<file path="src/rtl/pipe_stall_ctrl.sv">
// Pipeline stall/flush controller for a 5-stage in-order pipeline.
// It resolves three sources of disturbance to the front end:
//   - taken branch/jump in EX: squash IF/ID and ID/EX, keep fetching;
//   - load-use hazard: hold PC and IF/ID, inject one bubble into ID/EX;
//   - multi-cycle mult/div: freeze PC, IF/ID and ID/EX while EX is occupied.
// It also keeps a saturating count of stalled cycles.
// dbg_state exposes the FSM state (0=RST_HOLD, 1=RUN, 2=MD_WAIT).
module pipe_stall_ctrl #(
  parameter int MULT_CYC = 4,
  parameter int DIV_CYC  = 32
) (
  input  logic        clk,
  input  logic        rst,
  input  logic        idex_mem_read,
  input  logic [4:0]  idex_rt,
  input  logic [4:0]  ifid_rs,
  input  logic [4:0]  ifid_rt,
  input  logic        ifid_uses_rt,
  input  logic        id_md_start,
  input  logic        id_md_div,
  input  logic        branch_taken,
  output logic        pc_en,
  output logic        ifid_en,
  output logic        idex_en,
  output logic        ifid_flush,
  output logic        idex_flush,
  output logic        md_busy,
  output logic [15:0] stall_cnt,
  output logic [1:0]  dbg_state
);

  typedef enum logic [1:0] {
    RST_HOLD = 2'd0,
    RUN      = 2'd1,
    MD_WAIT  = 2'd2
  } state_t;

  state_t      r_state;
  logic [5:0]  r_md_cnt;
  logic [15:0] r_stall_cnt;

  logic        w_hz;
  logic [5:0]  w_md_load;
  logic        w_md_go;

  // Load-use hazard: EX load writes a register that ID reads (r0 never hazards).
  assign w_hz = idex_mem_read & (idex_rt != 5'd0) &
                ((idex_rt == ifid_rs) | (ifid_uses_rt & (idex_rt == ifid_rt)));

  // The entry cycle counts as one EX cycle, so MD_WAIT lasts N-1 cycles.
  assign w_md_load = id_md_div ? 6'(DIV_CYC - 1) : 6'(MULT_CYC - 1);

  // A mult/div is only accepted in RUN when no branch squash or hazard wins.
  assign w_md_go = (r_state == RUN) & ~branch_taken & ~w_hz & id_md_start;

  assign stall_cnt = r_stall_cnt;
  assign dbg_state = r_state;

  // Combinational pipeline-register controls decoded from state and hazards.
  always_comb begin
    pc_en      = 1'b0;
    ifid_en    = 1'b0;
    idex_en    = 1'b0;
    ifid_flush = 1'b0;
    idex_flush = 1'b0;
    md_busy    = 1'b0;
    case (r_state)
      RST_HOLD: begin
        ifid_flush = 1'b1;
        idex_flush = 1'b1;
      end
      RUN: begin
        if (branch_taken) begin
          pc_en      = 1'b1;
          ifid_en    = 1'b1;
          idex_en    = 1'b1;
          ifid_flush = 1'b1;
          idex_flush = 1'b1;
        end else if (w_hz) begin
          idex_en    = 1'b1;
          idex_flush = 1'b1;
        end else begin
          pc_en   = 1'b1;
          ifid_en = 1'b1;
          idex_en = 1'b1;
        end
      end
      MD_WAIT: begin
        md_busy = 1'b1;
      end
      default: begin
        ifid_flush = 1'b1;
        idex_flush = 1'b1;
      end
    endcase
  end

  // FSM, mult/div occupancy counter and saturating stall counter.
  always_ff @(posedge clk) begin
    if (!rst) begin
      r_state     <= RST_HOLD;
      r_md_cnt    <= 6'd0;
      r_stall_cnt <= 16'd0;
    end else begin
      if (!pc_en && (r_state != RST_HOLD) && (r_stall_cnt != 16'hFFFF)) begin
        r_stall_cnt <= r_stall_cnt + 16'd1;
      end
      case (r_state)
        RST_HOLD: begin
          r_state <= RUN;
        end
        RUN: begin
          if (w_md_go) begin
            r_state  <= MD_WAIT;
            r_md_cnt <= w_md_load;
          end
        end
        MD_WAIT: begin
          r_md_cnt <= r_md_cnt - 6'd1;
          if (r_md_cnt == 6'd1) begin
            r_state <= RUN;
          end
        end
        default: begin
          r_state  <= RST_HOLD;
          r_md_cnt <= 6'd0;
        end
      endcase
    end
  end

endmodule

</file>
<file path="config.mk">
export PLATFORM = sky130hd
export DESIGN_NAME = pipe_stall_ctrl
export DESIGN_NICKNAME = d
export VERILOG_FILES = /design/src/rtl/pipe_stall_ctrl.sv
export SDC_FILE = /design/constraint.sdc
export NUM_CORES = 1
export LEC_CHECK = 0
export CAP_MARGIN = 40
export CELL_PAD_IN_SITES_DETAIL_PLACEMENT = 2
export CELL_PAD_IN_SITES_GLOBAL_PLACEMENT = 2
export CORE_MARGIN = 2
export CORE_UTILIZATION = 29
export DETAILED_ROUTE_END_ITERATION = 8
export GPL_TIMING_DRIVEN = 1
export PLACE_DENSITY = 0.91
export SKIP_LAST_GASP = 1
export SLEW_MARGIN = 30
export SYNTH_ARGS = -nofsm -noshare
export SYNTH_HDL_FRONTEND = slang
export SYNTH_SLANG_ARGS = --single-unit
</file>
<file path="constraint.sdc">
create_clock -name clk -period 6 [get_ports clk]
set_clock_uncertainty 0.15 [all_clocks]
set_input_delay 1.2 -clock clk [delete_from_list [all_inputs] [get_ports clk]]
set_output_delay 1.2 -clock clk [all_outputs]
set_load 0.02 [all_outputs]
</file>
==> qor_table.md, run 1 <==
| Group | Item | This run |
|---|---|---|
| clocking | Number of instances resized during post-cts repair | 0 |
| clocking | Clock sink count | 24 |
| floorplan | Area inside the core boundary | 5172 um2 |
| worst setup path | Crit path required time | 4.65 ns |
| synth | Per-instance average area after synthesis | 8.098 um2 |
| synth | Yosys cell types | 46 |
| global routing | Total global routing track utilization | 0.1893 |
| final layout | P&R area growth vs syn | 34.63% |
| timing | Final setup vio count | 0 |
| routing | Violation count after the first detailed-routing iteration | 42 |
| timing | Slew HR | 0.6468 |
| final layout | Number of filler instances in the final layout | 589 |
| floorplan | Floorplan die area | 6051 um2 |
| clocking | Clock root buffer | sky130_fd_sc_hd__clkbuf_8 |
| clocking | Clock latency of the later-clocked register in the worst-skew pair | 0.26 ns |
| synth | Yosys warning total | 0 |
| final layout | Final antenna diode count | 0 |
| worst setup path | Delay contributed by the slowest stage of the critical path | 0.67 ns |
| placement | Detailed placer's ending HPWL | 4312 um |
| final layout | Non-filler cells in the finished layout | 305 |
| synth | Fraction of post-synthesis cell area in the top cell type by area | 0.3043 |
| synth | Gate count of the mapped netlist | 195 |
| synth | Flops & latches, synth | 24 |
| worst setup path | Type of the worst setup path | in -> out |
| synth | Largest area contributor in the netlist | sky130_fd_sc_hd__dfxtp_1 |
| hold path | HP Class | reg -> reg |
| floorplan | Die Y-Extent | 77.79 um |
| worst setup path | Crit. End Element | output port |
| routing | Final wirelength | 5529 um |
| final layout | Utilization after layout | 0.4110 |
| clocking | Post-CTS setup buffer count | 0 |
| worst setup path | Worst Setup Start Kind | primary input |
| routing | Via density per instance | 5.469 |
| placement | Placed insts | 302 |
| worst setup path | Cell breakdown of the critical path | clkdlybuf4s50_1 > or4_1 > o21ai_1 > o31ai_4 > inv_2 > clkdlybuf4s50_1 |
| routing | Routed Antenna Nets | 0 |
| hold path | Endpoint, Worst Hold | r_md_cnt[3] |
| pwr | LEAKAGE | 0.7272 nW |
| timing | Post-route minimum period | 5.139 ns |
| job | Number of max-cap violations | 0 |
| synth | Proportion of synthesized chip area in sequential cells | 0.3043 |
| synth | Most instantiated flip-flop cell in the synthesis netlist | sky130_fd_sc_hd__dfxtp_1 |
| hold path | Startpoint of the worst hold path | r_md_cnt[3] |
| timing | Post-route setup TNS | 0 ns |
| clocking | TritonCTS buffer count | 3 |
| routing | Via count | 1668 |
| pwr | Total power divided by cell area | 205.4 nW/um2 |
| synth | Cell types occupying the most area after synthesis | sky130_fd_sc_hd__dfxtp_1 (30%), sky130_fd_sc_hd__ha_1 (5.5%), sky130_fd_sc_hd__xor2_1 (5.5%), sky130_fd_sc_hd__a21oi_1 (4.8%), sky130_fd_sc_hd__nand3_1 (3.8%) |
| floorplan | Site Rows | 26 |
| global routing | Vias in the first global route | 1834 |
| synth | Post-synthesis async set-or-reset flop share | 0 |
| worst setup path | Depth of the worst register-to-register path | 8 |
| final layout | Register area | 480.5 um2 |
| clocking | Hold buffer count at CTS | 0 |
| placement | Final weighted congestion of routability-driven global placement | 0.7772 |
| routing | DR pass1 iterations | 4 |
| worst setup path | Most numerous cell on the critical path | sky130_fd_sc_hd__clkdlybuf4s50_1 |
| timing | Number of pins exceeding their max-slew limit in the final report | 0 |
| final layout | Multi-input gate area | 1028 um2 |
| floorplan | I/O pin total | 46 |
| floorplan | Floorplan die width | 77.79 um |
| floorplan | Starting utilization of the core area | 0.3053 |
| pwr | Maximum ir drop on the vdd rail | 0.09608 mV |
| global routing | Antenna violations before repair | 0 |
| worst setup path | Worst Path Max Fanout | 18 |
| clocking | H-tree depth reported by CTS | 1 |
| worst setup path | Arrival time of data at the critical path endpoint | 3.79 ns |
| global routing | First-pass GRT wire length | 9218 um |
| run status | Run status | finished clean |
| global routing | Pin count of the biggest net entering global routing | 22 |
| final layout | Fin nets | 266 |
| worst setup path | Endpoint of the lowest-slack register-to-register path | stall_cnt[11] |
| timing | Worst-margin pin slew | 0.5292 ns |
| hold path | Count of cells along the worst hold path | 2 |
| timing | RSZ-0062 raised after global routing | false |
| worst setup path | Critical Path Slowest Stage Cell | sky130_fd_sc_hd__clkdlybuf4s50_1 |
| timing | Achievable Freq | 194.6 MHz |
| routing | Average wire length per cell after detail routing | 18.13 um |
| final layout | Share of final-layout standard cells stronger than drive strength 1 | 0.05106 |
| timing | Final cycle utilization of the critical path | 0.8565 |
| worst setup path | Origin of the critical flop-to-flop path | dbg_state[0] |
| synth | Count of flip-flops with a built-in enable after synthesis | 0 |
| clocking | Clock tree from TritonCTS | built |
| synth | Post-Syn Nets | 224 |
| worst setup path | Reg-to-reg setup timing slack | 3.31 ns |
| global routing | Remaining global-route overflow | 0 |
| timing | Final hold violation count | 0 |
| routing | DRC violation count after routing | 0 |
| clocking | Clk buf depth | 2 |
| pwr | Total power of the final layout | 0.4366 mW |
| placement | Port-buffer cells | 45 |
| clocking | Clk pin slew, worst setup/hold paths | 0.09 ns |
| synth | Netlist area before placement | 1579 um2 |
==> state kept, by name, indices dropped and copies added (netlist names) <==
name and count:
dbg_state 2, r_md_cnt 6, stall_cnt 16
==> placed cells by master, fill, tap and decap left out, drive strengths merged, types with 2 or more instances in the layout <==
cell type and n:
and4 4, xnor2 2, a32o 2, nor4 3, o31ai 9, and2 2
o211ai 2, or2 2, or3 2, nor3 3, nand4b 2, a21oi 15
dfxtp 24, nand2b 7, clkdlybuf4s50 45, xor2 10, nor2 15, or4 7
mux2i 3, o21ai 11, nand3 12, ha 7, inv 8, nand3b 2
nand2 16, clkbuf 3, nand4 2
==> cells in the mapped netlist, types with 3 or more instances <==
library cell,instances
sky130_fd_sc_hd__nor2_1,15
sky130_fd_sc_hd__o21ai_0,10
sky130_fd_sc_hd__and4_1,4
sky130_fd_sc_hd__mux2i_1,3
sky130_fd_sc_hd__nand2_1,16
sky130_fd_sc_hd__a21oi_1,15
sky130_fd_sc_hd__nand2b_1,7
sky130_fd_sc_hd__dfxtp_1,24
sky130_fd_sc_hd__ha_1,7
sky130_fd_sc_hd__or4_1,7
sky130_fd_sc_hd__nand3_1,12
sky130_fd_sc_hd__o31ai_1,8
sky130_fd_sc_hd__clkbuf_1,6
sky130_fd_sc_hd__nor3_1,3
sky130_fd_sc_hd__xor2_1,10
sky130_fd_sc_hd__inv_1,7
==> area by class of cell <==
class,instances,share of cell area
Tap cell,70,0.04120
Multi-Input combinational cell,154,0.4838
Clock buffer,3,0.01942
Inverter,8,0.01413
Timing Repair Buffer,46,0.2154
Sequential cell,24,0.2260
==> critical path: cells and delay by family <==
kind / cells / cell delay (ns)
buffers and inverters: 3 / 1.42
AOI/OAI and AO/OA: 2 / 0.60
and+or+nand+nor: 1 / 0.56
==> per-layer routing <==
metal  global-route usage  routed length, um
met1               0.2279               2357
met2               0.3491               2941
met3              0.02093                141
met4              0.05714                 89
met5                    0                  0
==> power by group <==
part           leakage [nW]  internal [mW]  switching (mW)
registers             0.194          0.167          0.0100
clock network        0.0216         0.0449          0.0535
logic                 0.511         0.0676          0.0937
total                 0.727          0.279           0.157
==> cell families (layout without fill, tap and decap cells) <==
group	Yosys count	after routing	synth area share
buffers and inverters	17	57	0.04438
adders and majority gates	7	7	0.05546
AOI/OAI and AO/OA	49	49	0.2163
and+or+nand+nor	83	83	0.2940
muxes	3	3	0.01902
DFF	24	24	0.3043
xor gates and xnor gates	12	12	0.06656
==> per-stage QoR <==
step           instance area, um2  setup slack (ns)  hold slack (ns)
2_1_floorplan                1579             1.975           0.2992
3_3_place_gp                 2085             1.036           0.3279
5_1_grt                      2126            0.7273           0.3677
3_5_place_dp                 2085            0.8382           0.3385
6_report                     2126            0.8608           0.3440
4_1_cts                      2126            0.8002           0.3471
==> how the worst max path moves through the flow <==
stage / start / end / cells past startpoint
final: idex_rt[1] / pc_en / 6
after detailed placement: idex_rt[1] / pc_en / 6
after global placement: idex_rt[1] / pc_en / 6
after CTS: idex_rt[1] / pc_en / 6
after global routing: idex_rt[1] / pc_en / 6
after floorplan: idex_rt[1] / pc_en / 6
(Power assumes the default switching activity.)
==> inputs of run 2 (changes only) <==
HOLD_SLACK_MARGIN = 0.02   (was not set)
==> results of run 2 <==
The final DEF is identical to that of run 1; final timing and power are the same.
==> variant: new RTL, settings of run 2 <==
Register the output `dbg_state` once more; this adds one clock of latency there. The other outputs are not delayed to match.
--- a/src/rtl/pipe_stall_ctrl.sv
+++ b/src/rtl/pipe_stall_ctrl.sv
@@ -55,5 +55,7 @@
 
   assign stall_cnt = r_stall_cnt;
-  assign dbg_state = r_state;
+  always_ff @(posedge clk) begin
+    dbg_state <= r_state;
+  end
 
   // Combinational pipeline-register controls decoded from state and hazards.
Function: changed (a bounded check fails within 4 cycles, from zero or initial values and one cycle with rst low).
==> variant against run 2 <==
  * Cell area rose by 1.9%
  * Synthesized area rose by 1.0%
  * Sequential cell count up 2
  * Cell count grew 2.3%
  * Fmax up 6.9%
  * Die area up 0.98%
  * Wire length is 8.2% lower
  * Core utilization decreased by 1.0 points
  * Setup slack better by 330 ps
  * Count of clock-buffer cells in the layout rose by 1
  * Register-to-register slack improved by 350 ps
  * Critical path type unchanged
  * Largest cell class unchanged
Power is not compared: it rests on default switching activity, and its combinational part moved more than twofold at a synthesized area within 25%.
==> variant: results (changes against run 2) <==
* Area contributors post-synth: dfxtp_1, ha_1, xnor2_1 (was dfxtp_1, ha_1, xor2_1)
* Worst hold start: r_state[0]$_SDFFE_PN0P_ (was r_md_cnt[3]$_SDFFE_PN0P_)
* Syn Inst Count at 198 (was 195)
* Met1 usage at 20.9% (was 22.8%)
* Post-Syn Nets at 227 (was 224)
* Drt wl/cell at 16.3 um (was 18.1 um)
* Worst hold stages at 0 (was 2)
* Synth top cells by count: dfxtp_1, nand2_1, a21oi_1 (was dfxtp_1, nand2_1, a21oi_1, nor2_1, nand3_1)
* Routability cong. at 0.773 (was 0.777)
* Routed wl met3 at 138 um (was 141 um)
* Synth cell types at 42 (was 46)
* CP Max Fanout at 4 (was 18)
* Setup WS pre-CTS at 1200 ps (was 838 ps)
* Status: finished, final reports clean (unchanged)
* Origin of the critical flop-to-flop path: r_state[0]$_SDFFE_PN0P_ (was dbg_state[0]$_SDFFE_PN0P_)
* Post-Place Cell Area at 0.00211 sq mm (was 0.00208 sq mm)
* Hpwl dp at 3.96 mm (was 4.31 mm)
* Reg-to-Reg End: stall_cnt[4]$_SDFFE_PN0P_ (was stall_cnt[11]$_SDFFE_PN0P_)
* Worst Hold End: dbg_state[0]$_DFF_P_ (was r_md_cnt[3]$_SDFFE_PN0P_)
* Post-synth top area share at 32.6% (was 30.4%)
* Seq/Total Area, Yosys at 32.6% (was 30.4%)
* Final Non-Filler Cells at 312 (was 305)
* Max-slew headroom at 52.9% (was 64.7%)
* First-pass GRT wire length at 8.69 mm (was 9.22 mm)
* Share of cells above drive strength 1 at 5.00% (was 5.11%)
* WL met1 at 2.22 mm (was 2.36 mm)
* Filler cell count in the final layout at 645 (was 589)
* R2R Setup Slk at 3660 ps (was 3310 ps)
* Vias in the first global route at 1,754 (was 1,834)
* GRT Total Usage at 17.6% (was 18.9%)
## variant: critical path: cells and delay by family
kind                   cells  cell delay [ps]
buffers and inverters      3             1240
AOI/OAI and AO/OA          2              460
and+or+nand+nor            1              560
## variant: kinds of logic (layout without fill, tap and decap cells)
kind of cell / Yosys count / in the layout / synth area share [%]
AO/OA/AOI/OAI: 52 / 52 / 21.6
XOR/XNOR: 11 / 11 / 6.04
adder cells (fa/ha/maj): 7 / 7 / 5.49
buffers and inverters: 21 / 63 / 5.88
flip-flops: 26 / 26 / 32.6
multiplexers: 4 / 4 / 2.51
AND/OR/NAND/NOR: 77 / 77 / 25.9
## variant: layout make-up
cell class / instances / area [sq um] / area share (%)
Multi-Input combinational cell: 151 / 990 / 45.7
Timing Repair Buffer: 47 / 465 / 21.5
Sequential cell: 26 / 520 / 24.0
Tap cell: 72 / 90.1 / 4.16
Inverter: 12 / 45.0 / 2.08
Clock buffer: 4 / 55.1 / 2.54
